## src/rtl/pipeline_controller_if.sv

```systemverilog
// Control-side bundle between the MIPS datapath and pipeline_controller.
// The datapath (master) supplies instruction fields, stage destination
// registers and the MEM-stage zero flag; the controller (slave) returns the
// per-stage control word, redirect, forwarding selects and the illegal flag.
interface pipeline_controller_if;
   // Instruction fields of the IF/ID instruction
   logic [5:0] op;
   logic [5:0] func;
   logic [4:0] rs;
   logic [4:0] rt;
   // Destination registers of the MEM and WB stages, and the MEM zero flag
   logic [4:0] write_adress_reg_out;
   logic [4:0] write_adress_reg2_out;
   logic       zero_reg_out;
   // EX controls
   logic [2:0] ALUop2;
   logic       ALUsrc2;
   logic [1:0] RegDest2;
   // MEM controls
   logic       MemRead3;
   logic       MemWrite3;
   logic       beq3;
   logic       bneq3;
   logic       J_type3;
   logic       PCsrc3;
   logic [1:0] WriteReg3;
   // WB controls
   logic [1:0] WriteReg4;
   logic       RegWrite4;
   // Forwarding selects and status
   logic [1:0] forward1;
   logic [1:0] forward2;
   logic       illegal;

   modport master (
      output op, func, rs, rt,
      output write_adress_reg_out, write_adress_reg2_out, zero_reg_out,
      input  ALUop2, ALUsrc2, RegDest2,
      input  MemRead3, MemWrite3, beq3, bneq3, J_type3, PCsrc3, WriteReg3,
      input  WriteReg4, RegWrite4,
      input  forward1, forward2, illegal
   );

   modport slave (
      input  op, func, rs, rt,
      input  write_adress_reg_out, write_adress_reg2_out, zero_reg_out,
      output ALUop2, ALUsrc2, RegDest2,
      output MemRead3, MemWrite3, beq3, bneq3, J_type3, PCsrc3, WriteReg3,
      output WriteReg4, RegWrite4,
      output forward1, forward2, illegal
   );
endinterface

```

## src/rtl/pipeline_controller.sv

```systemverilog
// Five-stage MIPS pipeline control unit.
// Decodes the IF/ID instruction, carries the control word through EX (2),
// MEM (3) and WB (4), resolves branches/jumps in MEM with a squash of the
// wrong-path slots, and generates the ALU operand forwarding selects.
module pipeline_controller #(
   parameter int FETCH_DEPTH = 2
) (
   input logic               clk,
   input logic               rst,
   pipeline_controller_if.slave bus
);

   localparam int CW = (FETCH_DEPTH < 1) ? 1 : $clog2(FETCH_DEPTH + 1);
   localparam logic [CW-1:0] SQUASH_LOAD = CW'(FETCH_DEPTH);
   localparam logic [CW-1:0] SQUASH_ONE  = CW'(1);

   localparam logic [5:0] OP_RTYPE = 6'b000000;
   localparam logic [5:0] OP_LW    = 6'b100011;
   localparam logic [5:0] OP_SW    = 6'b101011;
   localparam logic [5:0] OP_ADDI  = 6'b001000;
   localparam logic [5:0] OP_BEQ   = 6'b000100;
   localparam logic [5:0] OP_BNE   = 6'b000101;
   localparam logic [5:0] OP_J     = 6'b000010;
   localparam logic [5:0] OP_JAL   = 6'b000011;

   localparam logic [5:0] FN_ADD = 6'b100000;
   localparam logic [5:0] FN_SUB = 6'b100010;
   localparam logic [5:0] FN_SLT = 6'b101010;
   localparam logic [5:0] FN_JR  = 6'b001000;

   // Control fields split by the stage that consumes them, so each stage
   // register only carries what is still needed downstream.
   typedef struct packed {
      logic [2:0] alu_op;
      logic       alu_src;
      logic [1:0] reg_dest;
   } ex_ctl_t;

   typedef struct packed {
      logic mem_read;
      logic mem_write;
      logic beq;
      logic bne;
      logic jmp;   // j or jal: absolute target
      logic jr;    // register target
   } mem_ctl_t;

   typedef struct packed {
      logic [1:0] write_reg;
      logic       reg_write;
   } wb_ctl_t;

   // Forwarding select for one EX operand. A MEM-stage match beats a WB
   // match; a MEM load forwards the memory read data directly (select 11),
   // so a load-use pair needs no stall. $0 is never forwarded.
   function automatic logic [1:0] fwd_sel(
      input logic [4:0] src,
      input logic       v2,
      input logic       v3,
      input wb_ctl_t    wb3,
      input logic [4:0] wa3,
      input logic       v4,
      input wb_ctl_t    wb4,
      input logic [4:0] wa4
   );
      logic [1:0] sel;
      if (!v2 || (src == 5'd0)) begin
         sel = 2'b00;
      end else if (v3 && wb3.reg_write && (wa3 == src)) begin
         sel = (wb3.write_reg == 2'b10) ? 2'b11 : 2'b01;
      end else if (v4 && wb4.reg_write && (wa4 == src)) begin
         sel = 2'b10;
      end else begin
         sel = 2'b00;
      end
      return sel;
   endfunction

   // Decoder outputs
   logic     dec_valid_s;
   ex_ctl_t  dec_ex_s;
   mem_ctl_t dec_mem_s;
   wb_ctl_t  dec_wb_s;
   logic     dec_bad_s;

   // Stage registers
   logic     v2_q, v2_d;
   ex_ctl_t  ex2_q, ex2_d;
   mem_ctl_t mem2_q, mem2_d;
   wb_ctl_t  wb2_q, wb2_d;
   logic [4:0] rs2_q, rs2_d;
   logic [4:0] rt2_q, rt2_d;

   logic     v3_q, v3_d;
   mem_ctl_t mem3_q, mem3_d;
   wb_ctl_t  wb3_q, wb3_d;

   logic     v4_q, v4_d;
   wb_ctl_t  wb4_q, wb4_d;

   logic [CW-1:0] squash_q, squash_d;
   logic          illegal_q, illegal_d;

   logic       pcsrc_s;
   logic [1:0] fwd1_s;
   logic [1:0] fwd2_s;

   // Decode the IF/ID instruction; anything unrecognised becomes a bubble
   always_comb begin
      dec_valid_s = 1'b0;
      dec_ex_s    = '0;
      dec_mem_s   = '0;
      dec_wb_s    = '0;
      dec_bad_s   = 1'b0;
      case (bus.op)
         OP_RTYPE: begin
            case (bus.func)
               FN_ADD: begin
                  dec_valid_s        = 1'b1;
                  dec_ex_s.reg_dest  = 2'b01;
                  dec_wb_s.reg_write = 1'b1;
               end
               FN_SUB: begin
                  dec_valid_s        = 1'b1;
                  dec_ex_s.alu_op    = 3'b001;
                  dec_ex_s.reg_dest  = 2'b01;
                  dec_wb_s.reg_write = 1'b1;
               end
               FN_SLT: begin
                  dec_valid_s        = 1'b1;
                  dec_ex_s.alu_op    = 3'b001;
                  dec_ex_s.reg_dest  = 2'b01;
                  dec_wb_s.write_reg = 2'b01;
                  dec_wb_s.reg_write = 1'b1;
               end
               FN_JR: begin
                  dec_valid_s  = 1'b1;
                  dec_mem_s.jr = 1'b1;
               end
               default: begin
                  dec_bad_s = 1'b1;
               end
            endcase
         end
         OP_LW: begin
            dec_valid_s        = 1'b1;
            dec_ex_s.alu_src   = 1'b1;
            dec_mem_s.mem_read = 1'b1;
            dec_wb_s.write_reg = 2'b10;
            dec_wb_s.reg_write = 1'b1;
         end
         OP_SW: begin
            dec_valid_s         = 1'b1;
            dec_ex_s.alu_src    = 1'b1;
            dec_mem_s.mem_write = 1'b1;
         end
         OP_ADDI: begin
            dec_valid_s        = 1'b1;
            dec_ex_s.alu_src   = 1'b1;
            dec_wb_s.reg_write = 1'b1;
         end
         OP_BEQ: begin
            dec_valid_s     = 1'b1;
            dec_ex_s.alu_op = 3'b001;
            dec_mem_s.beq   = 1'b1;
         end
         OP_BNE: begin
            dec_valid_s     = 1'b1;
            dec_ex_s.alu_op = 3'b001;
            dec_mem_s.bne   = 1'b1;
         end
         OP_J: begin
            dec_valid_s   = 1'b1;
            dec_mem_s.jmp = 1'b1;
         end
         OP_JAL: begin
            dec_valid_s        = 1'b1;
            dec_ex_s.reg_dest  = 2'b10;
            dec_mem_s.jmp      = 1'b1;
            dec_wb_s.write_reg = 2'b11;
            dec_wb_s.reg_write = 1'b1;
         end
         default: begin
            dec_bad_s = 1'b1;
         end
      endcase
   end

   // Resolve the MEM-stage branch/jump against the registered zero flag
   always_comb begin
      pcsrc_s = v3_q & (mem3_q.jmp | mem3_q.jr
                        | (mem3_q.beq & bus.zero_reg_out)
                        | (mem3_q.bne & ~bus.zero_reg_out));
   end

   // Forwarding selects for both EX operands
   always_comb begin
      fwd1_s = fwd_sel(rs2_q, v2_q, v3_q, wb3_q, bus.write_adress_reg_out,
                       v4_q, wb4_q, bus.write_adress_reg2_out);
      fwd2_s = fwd_sel(rt2_q, v2_q, v3_q, wb3_q, bus.write_adress_reg_out,
                       v4_q, wb4_q, bus.write_adress_reg2_out);
   end

   // Next stage contents: shift down, bubbling the wrong-path slots on a redirect
   always_comb begin
      v4_d      = v3_q;
      wb4_d     = wb3_q;
      illegal_d = illegal_q | dec_bad_s;
      if (pcsrc_s) begin
         // EX and ID instructions are on the wrong path; the fetch slots
         // still in flight are squashed by the counter.
         v3_d     = 1'b0;
         mem3_d   = '0;
         wb3_d    = '0;
         v2_d     = 1'b0;
         ex2_d    = '0;
         mem2_d   = '0;
         wb2_d    = '0;
         rs2_d    = 5'd0;
         rt2_d    = 5'd0;
         squash_d = SQUASH_LOAD;
      end else if (squash_q != '0) begin
         v3_d     = v2_q;
         mem3_d   = mem2_q;
         wb3_d    = wb2_q;
         v2_d     = 1'b0;
         ex2_d    = '0;
         mem2_d   = '0;
         wb2_d    = '0;
         rs2_d    = 5'd0;
         rt2_d    = 5'd0;
         squash_d = squash_q - SQUASH_ONE;
      end else begin
         v3_d     = v2_q;
         mem3_d   = mem2_q;
         wb3_d    = wb2_q;
         v2_d     = dec_valid_s;
         ex2_d    = dec_ex_s;
         mem2_d   = dec_mem_s;
         wb2_d    = dec_wb_s;
         // A bubble carries no source registers, so it never forwards
         rs2_d    = dec_valid_s ? bus.rs : 5'd0;
         rt2_d    = dec_valid_s ? bus.rt : 5'd0;
         squash_d = squash_q;
      end
   end

   // Stage, squash and status registers with synchronous active-low reset
   always_ff @(posedge clk) begin
      if (!rst) begin
         v2_q      <= 1'b0;
         ex2_q     <= '0;
         mem2_q    <= '0;
         wb2_q     <= '0;
         rs2_q     <= 5'd0;
         rt2_q     <= 5'd0;
         v3_q      <= 1'b0;
         mem3_q    <= '0;
         wb3_q     <= '0;
         v4_q      <= 1'b0;
         wb4_q     <= '0;
         squash_q  <= '0;
         illegal_q <= 1'b0;
      end else begin
         v2_q      <= v2_d;
         ex2_q     <= ex2_d;
         mem2_q    <= mem2_d;
         wb2_q     <= wb2_d;
         rs2_q     <= rs2_d;
         rt2_q     <= rt2_d;
         v3_q      <= v3_d;
         mem3_q    <= mem3_d;
         wb3_q     <= wb3_d;
         v4_q      <= v4_d;
         wb4_q     <= wb4_d;
         squash_q  <= squash_d;
         illegal_q <= illegal_d;
      end
   end

   // Stage outputs, each qualified by its stage valid bit
   always_comb begin
      bus.ALUop2    = ex2_q.alu_op & {3{v2_q}};
      bus.ALUsrc2   = ex2_q.alu_src & v2_q;
      bus.RegDest2  = ex2_q.reg_dest & {2{v2_q}};
      bus.MemRead3  = mem3_q.mem_read & v3_q;
      bus.MemWrite3 = mem3_q.mem_write & v3_q;
      bus.beq3      = mem3_q.beq & v3_q;
      bus.bneq3     = mem3_q.bne & v3_q;
      bus.J_type3   = mem3_q.jr & v3_q;
      bus.PCsrc3    = pcsrc_s;
      bus.WriteReg3 = wb3_q.write_reg & {2{v3_q}};
      bus.WriteReg4 = wb4_q.write_reg & {2{v4_q}};
      bus.RegWrite4 = wb4_q.reg_write & v4_q;
      bus.forward1  = fwd1_s;
      bus.forward2  = fwd2_s;
      bus.illegal   = illegal_q;
   end

endmodule

```

## src/flat_wrapper.sv

```systemverilog
// flat-port wrapper written by rule: the top's interface ports become plain ports
module pipeline_controller_flat 
#(
   parameter int FETCH_DEPTH = 2
)
  (clk, rst, bus_op, bus_func, bus_rs, bus_rt, bus_write_adress_reg_out, bus_write_adress_reg2_out, bus_zero_reg_out, bus_ALUop2, bus_ALUsrc2, bus_RegDest2, bus_MemRead3, bus_MemWrite3, bus_beq3, bus_bneq3, bus_J_type3, bus_PCsrc3, bus_WriteReg3, bus_WriteReg4, bus_RegWrite4, bus_forward1, bus_forward2, bus_illegal);
  pipeline_controller_if bus_i ();
  input logic clk;
  input logic rst;
  input wire logic [$bits(bus_i.op)-1:0] bus_op;
  input wire logic [$bits(bus_i.func)-1:0] bus_func;
  input wire logic [$bits(bus_i.rs)-1:0] bus_rs;
  input wire logic [$bits(bus_i.rt)-1:0] bus_rt;
  input wire logic [$bits(bus_i.write_adress_reg_out)-1:0] bus_write_adress_reg_out;
  input wire logic [$bits(bus_i.write_adress_reg2_out)-1:0] bus_write_adress_reg2_out;
  input wire logic [$bits(bus_i.zero_reg_out)-1:0] bus_zero_reg_out;
  output wire logic [$bits(bus_i.ALUop2)-1:0] bus_ALUop2;
  output wire logic [$bits(bus_i.ALUsrc2)-1:0] bus_ALUsrc2;
  output wire logic [$bits(bus_i.RegDest2)-1:0] bus_RegDest2;
  output wire logic [$bits(bus_i.MemRead3)-1:0] bus_MemRead3;
  output wire logic [$bits(bus_i.MemWrite3)-1:0] bus_MemWrite3;
  output wire logic [$bits(bus_i.beq3)-1:0] bus_beq3;
  output wire logic [$bits(bus_i.bneq3)-1:0] bus_bneq3;
  output wire logic [$bits(bus_i.J_type3)-1:0] bus_J_type3;
  output wire logic [$bits(bus_i.PCsrc3)-1:0] bus_PCsrc3;
  output wire logic [$bits(bus_i.WriteReg3)-1:0] bus_WriteReg3;
  output wire logic [$bits(bus_i.WriteReg4)-1:0] bus_WriteReg4;
  output wire logic [$bits(bus_i.RegWrite4)-1:0] bus_RegWrite4;
  output wire logic [$bits(bus_i.forward1)-1:0] bus_forward1;
  output wire logic [$bits(bus_i.forward2)-1:0] bus_forward2;
  output wire logic [$bits(bus_i.illegal)-1:0] bus_illegal;
  assign bus_i.op = bus_op;
  assign bus_i.func = bus_func;
  assign bus_i.rs = bus_rs;
  assign bus_i.rt = bus_rt;
  assign bus_i.write_adress_reg_out = bus_write_adress_reg_out;
  assign bus_i.write_adress_reg2_out = bus_write_adress_reg2_out;
  assign bus_i.zero_reg_out = bus_zero_reg_out;
  assign bus_ALUop2 = bus_i.ALUop2;
  assign bus_ALUsrc2 = bus_i.ALUsrc2;
  assign bus_RegDest2 = bus_i.RegDest2;
  assign bus_MemRead3 = bus_i.MemRead3;
  assign bus_MemWrite3 = bus_i.MemWrite3;
  assign bus_beq3 = bus_i.beq3;
  assign bus_bneq3 = bus_i.bneq3;
  assign bus_J_type3 = bus_i.J_type3;
  assign bus_PCsrc3 = bus_i.PCsrc3;
  assign bus_WriteReg3 = bus_i.WriteReg3;
  assign bus_WriteReg4 = bus_i.WriteReg4;
  assign bus_RegWrite4 = bus_i.RegWrite4;
  assign bus_forward1 = bus_i.forward1;
  assign bus_forward2 = bus_i.forward2;
  assign bus_illegal = bus_i.illegal;
  pipeline_controller #(.FETCH_DEPTH(FETCH_DEPTH)) u_core (.clk(clk), .rst(rst), .bus(bus_i));
endmodule
```

## config.mk

```make
export PLATFORM = sky130hd
export DESIGN_NAME = pipeline_controller_flat
export DESIGN_NICKNAME = d
export VERILOG_FILES = /design/src/rtl/pipeline_controller_if.sv /design/src/rtl/pipeline_controller.sv /design/src/flat_wrapper.sv
export SDC_FILE = /design/constraint.sdc
export NUM_CORES = 1
export LEC_CHECK = 0
export CAP_MARGIN = 20
export CORE_MARGIN = 2
export CORE_UTILIZATION = 41
export CTS_CLUSTER_DIAMETER = 150
export DETAILED_ROUTE_END_ITERATION = 6
export GPL_TIMING_DRIVEN = 0
export HOLD_SLACK_MARGIN = 0.02
export PLACE_DENSITY_LB_ADDON = 0.2
export REMOVE_ABC_BUFFERS = 1
export SLEW_MARGIN = 20
export SYNTH_ARGS = -nofsm -noshare
export SYNTH_HDL_FRONTEND = slang
export SYNTH_SLANG_ARGS = --single-unit
```

## constraint.sdc

```tcl
create_clock -name clk -period 2.05 [get_ports clk]
set_clock_uncertainty 0.15 [all_clocks]
set_input_delay 0.41 -clock clk [delete_from_list [all_inputs] [get_ports clk]]
set_output_delay 0.41 -clock clk [all_outputs]
set_load 0.02 [all_outputs]
```

==> metrics.csv <==
stage,metric,value,unit
clock_tree,cts_tree,done,
sta,setup_viol,4,
finish,antenna_cells,0,
logic_synthesis,synth_enable_flop_cells,0,
placed_design,gp_congestion,0.763,
finish,utilization,61.7,%
clock_tree,cts_made_buffers,5,
sta,final.period_utilization,107,%
routing,wirelength,3820,um
routing,viasPerCell,4.86,
min_path,hold_class,input port to flop,
logic_synthesis,synth_top_area_share,45.3,%
finish,drive_above_1_share,26.4,%
setup_path,crit_required,1.49,ns
logic_synthesis,synthDistinctLibCells,41,
logic_synthesis,muxShareOfSynthArea,2.28,%
logic_synthesis,synthesis.instances,179,
routing,wl_met3,167,um
global_route,grt_usage,15.6,%
clock_tree,clock_latency,0.28,ns
placed_design,place_hpwl,2750,um
logic_synthesis,syn_area_per_cell,10.1,um^2
run_status,run_status,"finished, violations left",
global_route,grt_pass1_wl,6190,um
routing,antenna_left,0,
floorplanning,dieWidth,70.5,um
logic_synthesis,synth-seq-cells,41,
routing,drtIter0Drc,54,
floorplanning,io_pins,57,
logic_synthesis,synthAdderAreaFrac,0,%
power,leakage,0.00116,uW
sta,max_freq,455,MHz
sta,drv_slew,0,
logic_synthesis,synth.top_cells.by_count,"41 x dfxtp_1, 19 x and2_1, 11 x and3_1, 11 x xor2_1",
logic_synthesis,synth_top_family_by_area,simple AND/OR/NAND/NOR gates,
clock_tree,ctsLongestPathBuffers,2,
clock_tree,htreeDepth,2,
routing,drtPass1Iterations,4,
placed_design,dpl_cell_area,2370,um^2
finish,instances_no_fill,294,
logic_synthesis,yosysMostFrequentCell,dfxtp_1,
clock_tree,clk_pin_slew_worst_paths,0.07,ns
placed_design,portBuffers,54,
run_status,violations,setup timing,
logic_synthesis,synth-async-reset-ratio,0,%
floorplanning,start_util,42.2,%
routing,drcViolationCount,0,
logic_synthesis,synth_largest_area_cell,dfxtp_1,
sta,holdWs,0.264,ns
logic_synthesis,yosysSeqAreaShare,45.3,%
placed_design,place_ws,-1.54,ns
logic_synthesis,synthTopCellsByArea,"dfxtp_1 45%, and2_1 6.6%, nor3b_2 6.2%",
setup_path,arrival,1.64,ns
logic_synthesis,yosysWarnings,0,
logic_synthesis,syn_area,1810,um^2
logic_synthesis,synth_xor_area_share,10.2,%
sta,hold_viol,0,
floorplanning,die-area,4960,um^2
routing,vias,1428,
logic_synthesis,yosys_most_used_dff,dfxtp_1,
setup_path,start_kind,flop,
setup_path,end_kind,output port,
sta,rsz0062_at_grt,true,
routing,wl_per_cell,13.0,um
logic_synthesis,synth-compound-area-share,6.43,%
clock_tree,clockRootBuffer,clkbuf_8,
power,ir_drop,0.392,mV
floorplanning,die_y,70.5,um
global_route,overflow,0,
clock_tree,cts.sinks,41,
finish,area_delta_synth_final,46.2,%
job,drv_cap,0,
power,power_density,572,nW/um^2
sta,finalCriticalPeriod,2.20,ns
finish,final_area,2650,um^2
global_route,grt_antenna_before_repair,0,
finish,fin_nets,277,
sta,setup_ws,-0.147,ns
setup_path,crit_type,flop to output port,
global_route,grt_pass1_vias,1329,
global_route,grt_max_degree,19,
finish,nFillCells,372,
routing,drt-met1-wl,1760,um
floorplanning,num_rows,24,
routing,highest_layer,met4,
logic_synthesis,yosys.area_share.simple,32.3,%
placed_design,dpl.cell_count,276,
setup_path,crit_fanout,2,
routing,wl_met2,1850,um
floorplanning,design.core.area,4290,um^2
==> logic make-up after synthesis <==
kind of cell,Yosys count
AO/OA/AOI/OAI,13
buffers and inverters,12
multiplexers,4
other,1
flip-flops,41
AND/OR/NAND/NOR,87
XOR/XNOR,21
==> per-layer routing <==
layer  vias to the layer above  GRT usage, %
met2                        35          24.1
met5                         -             0
li1                        735             -
met3                         5          3.90
met4                         0          5.13
met1                       653          21.3
==> worst paths after layout <==
check / from / to / slack [ns] / cells past startpoint
worst max-delay path: u_core.rs2_q[0] / bus_forward1[1] / -0.15 / 5
worst min-delay path: bus_op[1] / u_core.mem2_q[1] / 0.26 / 2
worst max register to register: u_core.mem3_q[2] / u_core.mem2_q[1] / 0.12 / 6
worst min register to register: u_core.mem2_q[4] / u_core.mem3_q[4] / 0.31 / 1
==> cell type report <==
class | count | area, um^2 | area share, %
clock buffers | 7 | 86.3 | 3.26
inverters | 2 | 7.51 | 0.284
multi-input cells | 127 | 995 | 37.6
flip-flops and latches | 41 | 835 | 31.5
well taps | 52 | 65.1 | 2.46
repair buffers | 65 | 659 | 24.9
==> layout by cell type (no fill, tap or decap), drive strengths merged, types with 3 or more instances in the layout <==
cell and n:
nand4 5, and3 11, clkbuf 8, xor2 11
dlygate4sd2 7, o21ai 3, nor3b 11, clkdlybuf4s50 28
mux2i 3, nor3 6, clkdlybuf4s15 5, or4 3
xnor2 10, nor2 10, dlymetal6s2s 5, a21oi 3
nand2 6, dfxtp 41, nand3 3, buf 19
nor4 3, and2 19
==> worst max-delay path, stage by stage (launching register included) <==
cell and delay, ns:
dfxtp_2 0.33, buf_4 0.13, or4_1 0.53, o21ai_2 0.15
nor2_1 0.07, buf_4 0.15
==> where the power goes <==
group          total [uW]  switching, uW  internal [uW]
Sequential            813           8.63            805
Clock                 507            240            267
Combinational         194           81.8            112
==> metrics by stage <==
step / setup TNS (ns) / power, uW
6_report: -0.454 / 1510
4_1_cts: -0.404 / 1520
5_1_grt: -0.826 / 1580
2_1_floorplan: -5.28 / 899
3_5_place_dp: -32.10 / 1000
3_3_place_gp: -31.36 / 999
==> registers in the layout (all words and copies together), names as in the netlist <==
| name | flops |
|---|---|
| u_core.rt2_q | 5 |
| u_core.mem2_q | 6 |
| u_core.wb2_q | 3 |
| u_core.mem3_q | 6 |
| u_core.v3_q | 1 |
| u_core.bus.illegal | 1 |
| u_core.wb3_q | 3 |
| u_core.wb4_q | 3 |
| u_core.ex2_q | 4 |
| u_core.rs2_q | 5 |
| u_core.v4_q | 1 |
| u_core.v2_q | 1 |
| u_core.squash_q | 2 |
==> timing repair <==
| action | CTS | global route |
|---|---|---|
| hold endpoints to repair | 0 | 0 |
| setup endpoints to repair | 39 | 33 |
| resized for setup | 80 | 15 |
| hold buffers | 0 | 0 |
| setup buffers | 6 | 4 |
| gates cloned | 1 | 0 |
| pin swaps | 24 | 9 |
(Power assumes the default switching activity.)
